`config.mk`:
```
export PLATFORM = sky130hd
export DESIGN_NAME = popcount_arbiter
export DESIGN_NICKNAME = d
export VERILOG_FILES = /design/src/rtl/popcount_arb_pkg.sv /design/src/rtl/popcount_tag_fifo.sv /design/src/rtl/popcount_arbiter.sv
export SDC_FILE = /design/constraint.sdc
export NUM_CORES = 1
export LEC_CHECK = 0
export BUFFER_PORTS_ARGS = -buffer_cell sky130_fd_sc_hd__buf_2
export CORE_MARGIN = 5
export CORE_UTILIZATION = 36
export CTS_CLUSTER_DIAMETER = 100
export DETAILED_ROUTE_END_ITERATION = 8
export PLACE_DENSITY = 0.62
export SYNTH_ARGS = -nofsm -noshare
export SYNTH_HDL_FRONTEND = slang
export SYNTH_HIERARCHICAL = 1
export SYNTH_SLANG_ARGS = --single-unit
```
`constraint.sdc`:
```
create_clock -name clk_i -period 3.5 [get_ports clk_i]
set_clock_uncertainty 0.1 [all_clocks]
set_input_delay 0.35 -clock clk_i [delete_from_list [all_inputs] [get_ports clk_i]]
set_output_delay 0.35 -clock clk_i [all_outputs]
set_load 0.03 [all_outputs]
```
`src/rtl/popcount_arb_pkg.sv`:
```
`default_nettype none
// ============================================================================
// Module      : popcount_arb_pkg
// Description : Shared width helpers and response type for the popcount
//               arbiter and its tag FIFO.
// Revision    : 1.0 - initial release
// ============================================================================
package popcount_arb_pkg;

  localparam int unsigned DEF_WIDTH   = 16;
  localparam int unsigned DEF_NUM_REQ = 4;

  // Width of a requester ID; a single requester still needs one bit.
  function automatic int unsigned id_width(input int unsigned num_req);
    return (num_req < 2) ? 1 : $clog2(num_req);
  endfunction

  // Width of a population count, sized to hold the all-ones value.
  function automatic int unsigned cnt_width(input int unsigned width);
    return $clog2(width) + 1;
  endfunction

  localparam int unsigned DEF_ID_W  = id_width(DEF_NUM_REQ);
  localparam int unsigned DEF_CNT_W = cnt_width(DEF_WIDTH);

  typedef struct packed {
    logic [DEF_ID_W-1:0]  id;
    logic [DEF_CNT_W-1:0] count;
  } resp_t;

endpackage
`default_nettype wire

```
`src/rtl/popcount_tag_fifo.sv`:
```
`default_nettype none
// ============================================================================
// Module      : popcount_tag_fifo
// Description : In-order FIFO of requester IDs for words in flight inside the
//               shared counter. Push and pop in the same cycle are allowed
//               whenever the FIFO is non-empty, even when full.
// Revision    : 1.0 - initial release
// ============================================================================
module popcount_tag_fifo #(
  parameter int unsigned DEPTH  = 4,
  parameter int unsigned DATA_W = 2
) (
  input  logic                     clk_i,
  input  logic                     srst_i,
  input  logic                     push_i,
  input  logic                     pop_i,
  input  logic [DATA_W-1:0]        data_i,
  output logic [DATA_W-1:0]        head_o,
  output logic                     full_o,
  output logic                     empty_o,
  output logic [$clog2(DEPTH):0]   count_o
);

  localparam int unsigned AW        = $clog2(DEPTH);
  localparam logic [AW-1:0] PTR_ONE   = AW'(1);
  localparam logic [AW:0]   CNT_ONE   = (AW+1)'(1);
  localparam logic [AW:0]   DEPTH_CNT = (AW+1)'(DEPTH);

  logic [DATA_W-1:0] mem_q [DEPTH];
  logic [DATA_W-1:0] mem_d [DEPTH];
  logic [AW-1:0]     wr_ptr_q, wr_ptr_d;
  logic [AW-1:0]     rd_ptr_q, rd_ptr_d;
  logic [AW:0]       count_q, count_d;
  logic              do_push, do_pop;

  // Next-state: pops only when data exists; a push into a full FIFO is legal
  // only when the head leaves in the same cycle.
  always_comb begin
    do_pop   = pop_i & (count_q != '0);
    do_push  = push_i & ((count_q != DEPTH_CNT) | do_pop);
    mem_d    = mem_q;
    wr_ptr_d = wr_ptr_q;
    rd_ptr_d = rd_ptr_q;
    count_d  = count_q;
    if (do_push) begin
      mem_d[wr_ptr_q] = data_i;
      wr_ptr_d        = wr_ptr_q + PTR_ONE;
    end
    if (do_pop) begin
      rd_ptr_d = rd_ptr_q + PTR_ONE;
    end
    case ({do_push, do_pop})
      2'b10:   count_d = count_q + CNT_ONE;
      2'b01:   count_d = count_q - CNT_ONE;
      default: count_d = count_q;
    endcase
  end

  // Pointer and occupancy registers; reset empties the FIFO.
  always_ff @(posedge clk_i) begin
    if (srst_i) begin
      wr_ptr_q <= '0;
      rd_ptr_q <= '0;
      count_q  <= '0;
    end else begin
      wr_ptr_q <= wr_ptr_d;
      rd_ptr_q <= rd_ptr_d;
      count_q  <= count_d;
    end
  end

  // Storage needs no reset: entries are only read once the count covers them.
  always_ff @(posedge clk_i) begin
    mem_q <= mem_d;
  end

  assign head_o  = mem_q[rd_ptr_q];
  assign full_o  = (count_q == DEPTH_CNT);
  assign empty_o = (count_q == '0);
  assign count_o = count_q;

endmodule
`default_nettype wire

```
`src/rtl/popcount_arbiter.sv`:
```
`default_nettype none
// ============================================================================
// Module      : popcount_arbiter
// Description : Round-robin arbiter sharing one bit population counter among
//               NUM_REQ requesters, returning each result tagged with the ID
//               of the requester that issued it.
// Revision    : 1.0 - initial release
// ============================================================================
module popcount_arbiter
  import popcount_arb_pkg::*;
#(
  parameter int unsigned WIDTH           = 16,
  parameter int unsigned NUM_REQ         = 4,
  parameter int unsigned MAX_OUTSTANDING = 4
) (
  input  logic                         clk_i,
  input  logic                         srst_i,
  input  logic [NUM_REQ*WIDTH-1:0]     req_data_i,
  input  logic [NUM_REQ-1:0]           req_val_i,
  output logic [NUM_REQ-1:0]           req_ready_o,
  output logic [WIDTH-1:0]             pc_data_o,
  output logic                         pc_data_val_o,
  input  logic [$clog2(WIDTH):0]       pc_data_i,
  input  logic                         pc_data_val_i,
  output logic [$clog2(WIDTH):0]       resp_data_o,
  output logic [$clog2(NUM_REQ)-1:0]   resp_id_o,
  output logic                         resp_val_o,
  output logic                         err_o
);

  localparam int unsigned ID_W  = id_width(NUM_REQ);
  localparam int unsigned CNT_W = cnt_width(WIDTH);
  localparam int unsigned OCC_W = $clog2(MAX_OUTSTANDING) + 1;
  localparam logic [OCC_W-1:0] MAX_OCC = OCC_W'(MAX_OUTSTANDING);
  localparam logic [ID_W-1:0]  PTR_RST = ID_W'(NUM_REQ - 1);

  logic [ID_W-1:0]  rr_ptr_q, rr_ptr_d;
  logic [WIDTH-1:0] pc_data_q, pc_data_d;
  logic             pc_val_q, pc_val_d;
  logic [CNT_W-1:0] resp_data_q, resp_data_d;
  logic [ID_W-1:0]  resp_id_q, resp_id_d;
  logic             resp_val_q, resp_val_d;
  logic             err_q, err_d;

  logic [ID_W-1:0]  tag_head;
  logic             tag_full, tag_empty;
  logic [OCC_W-1:0] tag_count;

  logic             pop;
  logic             credit_ok;
  logic             grant_any;
  logic             tag_push;
  logic [ID_W-1:0]  winner;
  int unsigned      cand;

  // Round-robin search from pointer+1, gated by credit; a returning result
  // frees its slot in the same cycle so full throughput is kept.
  always_comb begin
    pop         = pc_data_val_i & ~tag_empty & ~srst_i;
    credit_ok   = (tag_count < MAX_OCC) | pop;
    grant_any   = 1'b0;
    winner      = '0;
    cand        = 0;
    req_ready_o = '0;
    for (int unsigned i = 1; i <= NUM_REQ; i++) begin
      cand = (32'(rr_ptr_q) + i) % NUM_REQ;
      if (!grant_any && req_val_i[cand[ID_W-1:0]]) begin
        grant_any = 1'b1;
        winner    = cand[ID_W-1:0];
      end
    end
    if (srst_i || !credit_ok) begin
      grant_any = 1'b0;
    end
    if (grant_any) begin
      req_ready_o[winner] = 1'b1;
    end
    tag_push = grant_any & (~tag_full | pop);
  end

  // Next-state for issue, return and error registers.
  always_comb begin
    rr_ptr_d    = grant_any ? winner : rr_ptr_q;
    pc_val_d    = grant_any;
    pc_data_d   = grant_any ? req_data_i[32'(winner)*WIDTH +: WIDTH] : pc_data_q;
    resp_val_d  = pop;
    resp_data_d = pop ? pc_data_i : resp_data_q;
    resp_id_d   = pop ? tag_head : resp_id_q;
    err_d       = pc_data_val_i & tag_empty;
  end

  // Registered outputs and arbitration pointer; pointer resets so that
  // requester 0 has first priority.
  always_ff @(posedge clk_i) begin
    if (srst_i) begin
      rr_ptr_q    <= PTR_RST;
      pc_val_q    <= 1'b0;
      pc_data_q   <= '0;
      resp_val_q  <= 1'b0;
      resp_data_q <= '0;
      resp_id_q   <= '0;
      err_q       <= 1'b0;
    end else begin
      rr_ptr_q    <= rr_ptr_d;
      pc_val_q    <= pc_val_d;
      pc_data_q   <= pc_data_d;
      resp_val_q  <= resp_val_d;
      resp_data_q <= resp_data_d;
      resp_id_q   <= resp_id_d;
      err_q       <= err_d;
    end
  end

  popcount_tag_fifo #(
    .DEPTH  (MAX_OUTSTANDING),
    .DATA_W (ID_W)
  ) u_tag_fifo (
    .clk_i   (clk_i),
    .srst_i  (srst_i),
    .push_i  (tag_push),
    .pop_i   (pop),
    .data_i  (winner),
    .head_o  (tag_head),
    .full_o  (tag_full),
    .empty_o (tag_empty),
    .count_o (tag_count)
  );

  assign pc_data_o     = pc_data_q;
  assign pc_data_val_o = pc_val_q;
  assign resp_data_o   = resp_data_q;
  assign resp_id_o     = resp_id_q;
  assign resp_val_o    = resp_val_q;
  assign err_o         = err_q;

endmodule
`default_nettype wire

```
# Word-level counts from Yosys, hierarchy flattened
# Index checks and enable logic that the tools add are counted.
[classes]
mux = 27
eq_ne = 4
reduce_logical = 13
add_sub_neg = 8
n_lt_le_gt_ge = 10
n_shift = 1
bitwise_logic = 14
[ops]
columns = ["cell", "count"]
rows = [
  ["$shiftx A64 B7 Y16", 1],
  ["$lt A2 B3 Y1 const B", 5],
  ["$mux W2", 7],
  ["$mux W1", 10],
  ["$add A2 B1 Y2 const B", 4],
  ["$bmux W1 S2", 4],
  ["$bwmux W8", 1],
  ["$and A1 B1 Y1", 6],
  ["$ge A3 B3 Y1 const B", 2],
  ["$not A2 Y3", 2],
  ["$pmux W3 S2", 1],
  ["$logic_and A1 B1 Y1", 5],
  ["$add A2 B2 Y2 const B", 2],
  ["$bmux W2 S2", 1],
  ["$demux W2 S2", 1],
  ["$logic_not A1 Y1", 4],
  ["$mux W4", 1],
  ["$add A3 B1 Y3 const B", 1],
  ["$eq A3 B3 Y1 const B", 1],
  ["$logic_not A3 Y1", 1],
  ["$lt A3 B1 Y1 const B", 1],
  ["$lt A3 B3 Y1 const B", 1],
  ["$ne A3 B3 Y1 const B", 1],
  ["$not A1 Y1", 3],
  ["9 further kinds", 11],
]
[word_totals]
inputBits = 76
register_bits = 43
word_cells = 91
output_inout_bits = 30

# Depth between registers and ports, before layout
# Gate-level depths: netlist of the first run.
[logic_depth]
ltp_word = 18
mapped_depth = 12
ltp_nobuf = 10

# Modules after synthesis
# The synthesis of the first run kept the hierarchy.
[modules_own_cells]
columns = ["module", "instances", "cells_each", "area_each_um2", "seq_area_each_um2"]
rows = [
  ["popcount_arbiter", 1, 200, 1670.4, 560.5],
  ["popcount_tag_fifo", 1, 66, 778.2, 380.4],
]

# Worst setup path before layout of the first run
# No wires, ideal clock.
[synth_path]
path_type = "register -> register"
startpoint = "register u_tag_fifo.count_q[2], in the netlist u_tag_fifo/count_o[2]"
endpoint = "register u_tag_fifo.count_q[2], in the netlist u_tag_fifo/count_o[2]"
t_arrival_ns = 2.755
slack_ns = 0.521
setup_ns = 0.123
path_stages_with_launch = 10
path_buffers = 1
t_required_ns = 3.277
cell_sequence = "dfxtp_1 > nor3_1 > nor3b_1 > clkbuf_1 > o31a_1 > nand2b_1 > fa_1 > nand2b_1 > o31ai_2 > mux2_1"
[synth_between]
elab_chain_len = 12
[synth_lines]
columns = ["element", "line_no", "source"]
rows = [
  ["from (decl)", "popcount_tag_fifo.sv:33", "logic [AW:0] count_q, count_d;"],
  ["from (signal assigned)", "popcount_tag_fifo.sv:68", "count_q <= count_d;"],
  ["$logic_not A3 Y1 (*)", "popcount_tag_fifo.sv:79", "assign empty_o = (count_q == '0);"],
  ["net tag_empty", "popcount_arbiter.sv:46", "logic tag_full, tag_empty;"],
  ["$not A1 Y1 (*)", "popcount_arbiter.sv:59", "pop = pc_data_val_i & ~tag_empty & ~srst_i;"],
  ["$and A1 B1 Y1 (*) (2 in series)", "popcount_arbiter.sv:59", ""],
  ["net pop", "popcount_arbiter.sv:49", "logic pop;"],
  ["$or A1 B1 Y1", "popcount_arbiter.sv:60", "credit_ok = (tag_count < MAX_OCC) | pop;"],
  ["$logic_not A1 Y1", "popcount_arbiter.sv:72", "if (srst_i || !credit_ok) begin"],
  ["$logic_or A1 B1 Y1", "popcount_arbiter.sv:72", ""],
  ["$mux W1", "popcount_arbiter.sv:72", ""],
  ["$and A1 B1 Y1", "popcount_arbiter.sv:78", "tag_push = grant_any & (~tag_full | pop);"],
  ["$and A1 B1 Y1", "popcount_tag_fifo.sv:40", "do_push = push_i & ((count_q != DEPTH_CNT) | do_pop);"],
  ["$eq A2 B1 Y1 or $eq A2 B2 Y1 (tied branches)", "popcount_tag_fifo.sv:52", "case ({do_push, do_pop})"],
  ["$pmux W3 S2 or $reduce_bool A2 Y1 (tied branches)", "n/a", ""],
]
# Mark *: on every way through the listed nets, which the timed path passes. The rest lies on a longest branch.
# A chain may end at the register's enable or synchronous reset.

# Final worst setup path of the first run
[layout_path]
startpoint = "register u_tag_fifo.count_q[0], in the netlist u_tag_fifo/count_o[0]"
endpoint = "register u_tag_fifo.count_q[2], in the netlist u_tag_fifo/count_o[2]"
[layout_between]
elab_chain_len = 12
[layout_lines]
columns = ["element", "line_no", "source"]
rows = [
  ["$logic_not A3 Y1 (*)", "popcount_tag_fifo.sv:79", ""],
  ["net tag_empty", "popcount_arbiter.sv:46", ""],
  ["$not A1 Y1 (*)", "popcount_arbiter.sv:59", ""],
  ["$and A1 B1 Y1 (*) (2 in series)", "popcount_arbiter.sv:59", ""],
  ["$or A1 B1 Y1", "popcount_arbiter.sv:60", ""],
  ["$logic_not A1 Y1", "popcount_arbiter.sv:72", ""],
  ["$logic_or A1 B1 Y1", "popcount_arbiter.sv:72", ""],
  ["$mux W1", "popcount_arbiter.sv:72", ""],
  ["$and A1 B1 Y1 (*)", "popcount_arbiter.sv:78", ""],
  ["net tag_push", "popcount_arbiter.sv:52", "logic tag_push;"],
  ["$and A1 B1 Y1 (*)", "popcount_tag_fifo.sv:40", ""],
  ["$eq A2 B1 Y1 or $eq A2 B2 Y1 (tied branches)", "popcount_tag_fifo.sv:52", ""],
  ["$pmux W3 S2 or $reduce_bool A2 Y1 (tied branches)", "n/a", ""],
]
# Marks and branches as above.

==> results of run 1 <==
-- cells in the final DEF (no fill, tap or decap), drive strengths merged, types with 5 or more instances in the layout --
cell type / instances
buf: 113
nand2: 23
dfxtp: 35
mux2i: 18
clkbuf: 6
edfxtp: 8
and2: 5
a211oi: 49
nor2: 14
o21ai: 25
inv: 26
-- sequential cells by signal (all words and copies together), names as in the netlist --
| name | flops |
|---|---|
| resp_val_o | 1 |
| resp_data_o | 5 |
| resp_id_o | 2 |
| u_tag_fifo/count_o | 3 |
| pc_data_o | 16 |
| err_o | 1 |
| u_tag_fifo/rd_ptr_q | 2 |
| pc_data_val_o | 1 |
| rr_ptr_q | 2 |
| u_tag_fifo/wr_ptr_q | 2 |
| u_tag_fifo/mem_q | 8 |
-- power by group through the flow --
| stage | Sequential [uW] | Clock, uW | Combinational, uW |
|---|---|---|---|
| finish | 573 | 458 | 374 |
| global route | 580 | 487 | 413 |
| CTS | 574 | 466 | 379 |
| detailed placement | 585 | 0 | 378 |
| global placement | 585 | 0 | 373 |
| floorplan | 636 | 0 | 212 |
-- final cells by class --
class / count / share of cell area, %
inverter: 27 / 3.21
multi-input combinational: 179 / 41.2
sequential: 43 / 29.8
tap: 80 / 3.17
timing repair buffer: 113 / 18.5
clock buffer: 6 / 2.30
clock inverter: 2 / 1.90
-- per-layer routing --
layer / global-route usage [%] / wire [um] / up-vias
met5: 0 / 0 / -
met4: 4.08 / 87 / 0
met3: 3.57 / 516 / 8
met2: 24.7 / 3060 / 82
met1: 20.4 / 2860 / 1052
li1: - / - / 1159
-- kinds of logic (layout without fill, tap and decap cells) --
logic type	count (synthesis)	in the layout
flip-flops	43	43
XOR/XNOR	5	5
AND/OR/NAND/NOR	60	60
adder cells (fa/ha/maj)	5	5
AO/OA/AOI/OAI	88	88
multiplexers	21	21
buffers and inverters	44	148
-- through the flow --
stage	cell area [um^2]	hold WS [ns]	total power, uW
after floorplan	2450	0.326	848
after global placement	3030	0.343	958
after detailed placement	3030	0.349	963
after CTS	3160	0.148	1420
after global routing	3160	0.156	1480
final	3160	0.152	1410
-- worst max path at each step --
stage / start / end / slack [ns] / cells past startpoint
5_1_grt: u_tag_fifo/count_o[0] / u_tag_fifo/count_o[2] / 0.38 / 11
4_1_cts: u_tag_fifo/count_o[0] / u_tag_fifo/count_o[2] / 0.63 / 11
6_report: u_tag_fifo/count_o[0] / u_tag_fifo/count_o[2] / 0.61 / 11
3_3_place_gp: u_tag_fifo/count_o[0] / u_tag_fifo/count_o[2] / 0.70 / 11
3_5_place_dp: u_tag_fifo/count_o[0] / u_tag_fifo/count_o[2] / 0.65 / 11
2_1_floorplan: u_tag_fifo/count_o[2] / u_tag_fifo/count_o[2] / 0.52 / 9
-- worst max-delay path: stages, from the launching register on --
cell	delay [ns]
dfxtp_1	0.39
nor3_1	0.41
nand2b_1	0.16
a21oi_1	0.08
nand2_1	0.18
a21oi_1	0.06
buf_4	0.17
nand2b_1	0.15
fa_1	0.38
nand2b_1	0.16
o31ai_2	0.19
mux2_1	0.34
==> results.tsv, run 1 <==
metric	value	unit
outcome	complete, no violations	
Core Box Area	0.00672	mm^2
fraction of layout cells with a size suffix above 1	37.3	%
fin crit period	2.89	ns
vias in the first global route	2242	
filler cell count	676	
num rows	30	
post-synthesis sequential area ratio	38.4	%
clk_lat worst skew	0.30	ns
Die Ht	92.5	um
Sw Ratio	30.5	%
critical path required time	3.58	ns
Total Wirelength	6.52	mm
Syn Inst Count	266	
compound-cell area share of the yosys netlist	26.8	%
largest net degree at the start of global routing	26	
# resized after CTS	0	
Initial Utilization	36.4	%
GRT Util Overall	15.3	%
CP endpoint kind	register	
Clk pwr share	32.6	%
Hold Path Stages	3	
share of the synthesized area in the top cell type	28.6	%
combinational share of power	26.6	%
Sink Count	43	
Non-Filler Instances	450	
largest family of logic cells by synthesized area	compound AO/OA/AOI/OAI gates	
Area contributors post-synth	dfxtp_1 29%, a211oi_1 12%, edfxtp_1 9.8%, mux2i_1 7.4%, a211oi_2 5.1%	
initial DRC count	74	
area share of fa/ha/maj cells after synthesis	2.86	%
Post-synth EDFFs	8	
GPL Wtd Cong	0.774	
asr flop ratio synth	0	%
relative slew slack	33.0	%
worst min-delay path category	input pin to register	
# diodes	0	
Cells after DPL	442	
first-pass GRT wire length	10.8	mm
Final Util	47.1	%
CTS tree	built	
max-slew violations	0	
Yosys warnings	6	
Initial DRT Pass Iterations	4	
Flop pwr share	40.8	%
Tcrit/Tclk final	82.4	%
# hold bufs at CTS	0	
commonest cells in the netlist	39 x a211oi_1, 35 x dfxtp_1, 26 x inv_1	
Nets	450	
CTS Buf Count	5	
synthesized net count	347	
FF/Latch Area	941	um^2
P_sw	429	uW
flops & latches, synth	43	
Yosys cell types	41	
drt drc	0	
Hold Path Origin	pc_data_i[1]	
Die Area	0.00855	mm^2
xor/xnor share of the synthesized area	1.79	%
post-route ant nets	0	
Setup TNS	0	ns
Pleak	0.00144	uW
Layout area overhead	29.1	%
Worst R2R Setup Slack	0.61	ns
Setup WS pre-CTS	0.648	ns
vias per cell	5.11	
crit path DAT	2.97	ns
IO Port Bufs	105	
final setup margin	0.615	ns
IO Pins	106	
reg2reg start	u_tag_fifo/count_o[0]	
worst hold endpoint	resp_data_o[1]	
FF-to-FF path depth	11	
Max Buffers Root-to-Sink	2	
area leader, netlist	dfxtp_1	
Pwr Density	445	mW/mm^2
Reg2Reg Capture Point	u_tag_fifo/count_o[2]	
Worst-Margin Slew	1.00	ns
Setup-failing EPs final	0	
post-synthesis mux area share	9.66	%
WL per Instance	14.5	um
Synth Flop Type	dfxtp_1	
Max Clk Rate	347	MHz
GR Overflow Total	0	
H-tree depth	2	
CTS Root Cell	clkbuf_8	
CP Class	register to register	
vias	2301	
top-count cell post-synth	a211oi_1	
internal power	977	uW
total setup buffers inserted after CTS	0	
RSZ-0062 raised after global routing	no	
Fin. Hold Viols	0	
crit start category	register	
Reg clk slew, reported paths	0.08	ns
Synth Area in Simple Gates	11.8	%
Peak supply drop	0.152	mV
Max-Cap Viols	0	
Die X	92.5	um
antenna violations before repair	0	
detailed placement HPWL	4.73	mm
Post-Syn Area	0.00245	mm^2
Avg Cell Area, Syn	9.21	um^2
largest fanout on the critical path	9	
area of the multi-input gates	0.00130	mm^2
Power figures use the tool's default switching activity.
==> run 2: changes to the inputs <==
--- a/config.mk
+++ b/config.mk
@@ -5,12 +5,13 @@
 export SDC_FILE = /design/constraint.sdc
 export NUM_CORES = 1
 export LEC_CHECK = 0
+export ABC_AREA = 1
 export BUFFER_PORTS_ARGS = -buffer_cell sky130_fd_sc_hd__buf_2
 export CORE_MARGIN = 5
 export CORE_UTILIZATION = 36
 export CTS_CLUSTER_DIAMETER = 100
 export DETAILED_ROUTE_END_ITERATION = 8
-export PLACE_DENSITY = 0.62
+export PLACE_DENSITY = 0.61
 export SYNTH_ARGS = -nofsm -noshare
 export SYNTH_HDL_FRONTEND = slang
 export SYNTH_HIERARCHICAL = 1
==> constraint.sdc (replaced) <==
create_clock -name clk_i -period 2.88 [get_ports clk_i]
set_clock_uncertainty 0.1 [all_clocks]
set_input_delay 0.288 -clock clk_i [delete_from_list [all_inputs] [get_ports clk_i]]
set_output_delay 0.288 -clock clk_i [all_outputs]
set_load 0.03 [all_outputs]
==> results.tsv, run 2 <==
metric	value	unit
CP Class	register to primary output	
Fin. Hold Viols	0	
Initial Utilization	37.0	%
CTS tree	built	
post-synthesis sequential area ratio	34.8	%
GPL Wtd Cong	0.915	
Area after DPL	0.00332	mm^2
GR Overflow Total	0	
internal power	1970	uW
vias	2861	
vias in the first global route	2791	
flops & latches, synth	43	
Max Clk Rate	377	MHz
Peak supply drop	0.536	mV
Yosys cell types	33	
Final Util	47.1	%
final setup margin	0.230	ns
top-count cell post-synth	nand2_1	
asr flop ratio synth	0	%
commonest cells after routing, fill and taps aside	110 x nand2_1, 105 x buf_2, 75 x nor2_1, 35 x nand4_1, 34 x dfxtp_1	
Die Ht	96.6	um
synthesized net count	486	
largest net degree at the start of global routing	33	
Hold Path Origin	pc_data_i[0]	
Layout area overhead	27.2	%
IO Port Bufs	105	
first-pass GRT wire length	13.1	mm
max reg flops	16	
Sink Count	43	
Largest delay share family, worst path	simple AND/OR/NAND/NOR gates	
Yosys warnings	6	
GRT Util Overall	16.7	%
Die Area	0.00934	mm^2
crit start category	register	
reg2reg start	rr_ptr_q[1]	
cell area after layout	0.00344	mm^2
CP endpoint kind	primary output	
critical path required time	2.49	ns
CTS Root Cell	clkbuf_8	
Post-Syn Area	0.00270	mm^2
outcome	complete, no violations	
Setup TNS	0	ns
max-slew violations	0	
worst hold endpoint	resp_data_o[0]	
largest fanout on the critical path	10	
most common cell after layout, fill and taps aside	nand2_1	
Buf/Inv on CP	3	
IO Pins	106	
detailed placement HPWL	6.09	mm
commonest cells in the netlist	110 x nand2_1, 75 x nor2_1, 35 x dfxtp_1, 35 x nand4_1	
share of the synthesized area in the top cell type	25.9	%
crit path DAT	2.26	ns
drt drc	0	
Cells after DPL	600	
Max stage delay on crit path	0.44	ns
fin crit period	2.65	ns
clk_lat worst skew	0.29	ns
slowest CP cell	dfxtp_1	
num rows	31	
Hold Path Stages	3	
# diodes	0	
Core Box Area	0.00729	mm^2
initial DRC count	79	
worst min-delay path category	input pin to register	
P_sw	2330	uW
area leader, netlist	dfxtp_1	
WL per Instance	12.8	um
critical path, cell by cell	inv_2 -> nand2_2 -> nand2_2 -> nand2_1 -> nand2_2 -> nand2_1 -> nand2_1 -> nand2_2 -> nand3_2 -> inv_4 -> nand2_1 -> nor2_1 -> buf_2	
Worst R2R Setup Slack	0.38	ns
Nets	591	
Clk pwr share	9.3	%
Tcrit/Tclk final	92.0	%
Pleak	0.00176	uW
Reg2Reg Capture Point	u_tag_fifo/count_o[2]	
H-tree depth	2	
CTS Buf Count	5	
FF-to-FF path depth	16	
Die X	96.6	um
Reg clk slew, reported paths	0.08	ns
Total Wirelength	7.83	mm
RSZ-0062 raised after global routing	no	
# hold bufs at CTS	0	
Flop pwr share	23.2	%
Worst-Margin Slew	0.344	ns
Non-Filler Instances	610	
Avg Cell Area, Syn	6.67	um^2
Area contributors post-synth	dfxtp_1 26%, nand2_1 15%, nor2_1 10%, edfxtp_1 8.9%, nand4_1 8.1%	
vias per cell	4.69	
Post-synth EDFFs	8	
Max-Cap Viols	0	
Max Buffers Root-to-Sink	2	
Setup-failing EPs final	0	
Pwr Density	1250	mW/mm^2
Setup WS pre-CTS	0.237	ns
Synth Flop Type	dfxtp_1	
combinational share of power	67.6	%
Syn Inst Count	405	
fraction of layout cells with a size suffix above 1	31.9	%
antenna violations before repair	0	
Initial DRT Pass Iterations	4	
post-route ant nets	0	
relative slew slack	76.8	%
Sw Ratio	54.2	%
[run 2: changes by cell type in the layout (fill, tap and decap cells not counted), sizes merged, moves of 8 or more]
| cell | change |
|---|---|
| nand2 | +101 |
| mux2i | -18 |
| nor2 | +70 |
| o21ai | -8 |
| nand4 | +35 |
| nand3 | +27 |
| a211oi | -49 |
[run 2: repair_timing]
action | 4_1_cts | 5_1_grt
resized for setup | 1 | 2
buffers inserted | 0 | 2
setup endpoints to repair | 1 | 3
[run 2: worst max-delay path by stage]
stage               cells past startpoint  slack [ns]                  start                    end
detailed placement                     16        0.24            rr_ptr_q[0]  u_tag_fifo/count_o[2]
finish                                 13        0.23            rr_ptr_q[1]         req_ready_o[1]
global placement                       16        0.32            rr_ptr_q[0]  u_tag_fifo/count_o[2]
floorplan                              13        0.27  u_tag_fifo/count_o[2]  u_tag_fifo/count_o[1]
CTS                                    13        0.13            rr_ptr_q[0]         req_ready_o[1]
global route                           13       0.003            rr_ptr_q[1]         req_ready_o[1]
[run 2: cell families after synthesis]
| family | Yosys count | synth area share, % |
|---|---|---|
| buffers and inverters | 52 | 8.85 |
| AOI/OAI and AO/OA | 31 | 7.09 |
| adders and majority gates | 5 | 2.59 |
| DFF | 43 | 34.8 |
| and+or+nand+nor | 274 | 46.6 |
[run 2: tightest hold or removal path, cell delays in order]
cell and delay, ns:
buf_2 0.08, nand2_1 0.04, o21ai_0 0.05
[run 2: power by group through the flow]
stage                     Combinational [uW]  Sequential (uW)  Clock (uW)
after floorplan                         2000             1210           0
after global placement                  2890             1000           0
after detailed placement                2910             1000           0
after CTS                               2910              993         419
after global routing                    3300             1020         441
final                                   2910              997         399
[run 2: metrics by stage]
step | hold WS [ns] | total power [uW]
after floorplan | 0.250 | 3210
after global placement | 0.370 | 3890
after detailed placement | 0.375 | 3910
after CTS | 0.0916 | 4320
after global routing | 0.0974 | 4770
final | 0.103 | 4300
[run 2: layer usage]
metal / part of all wire [%] / global-route usage, % / vias to the layer above
li1: - / - / 1530
met1: 44 / 20.9 / 1217
met3: 7.8 / 5.25 / 6
met5: 0 / 0 / -
met2: 46 / 27.8 / 108
met4: 1.3 / 4.21 / 0
[run 2: cell type report]
type,instances,area (um^2)
inverter,32,130
multi-input combinational,310,1520
clock buffer,6,82.6
sequential,43,945
clock inverter,2,11.3
timing repair buffer,118,623
tap,99,124
fill,760,3850
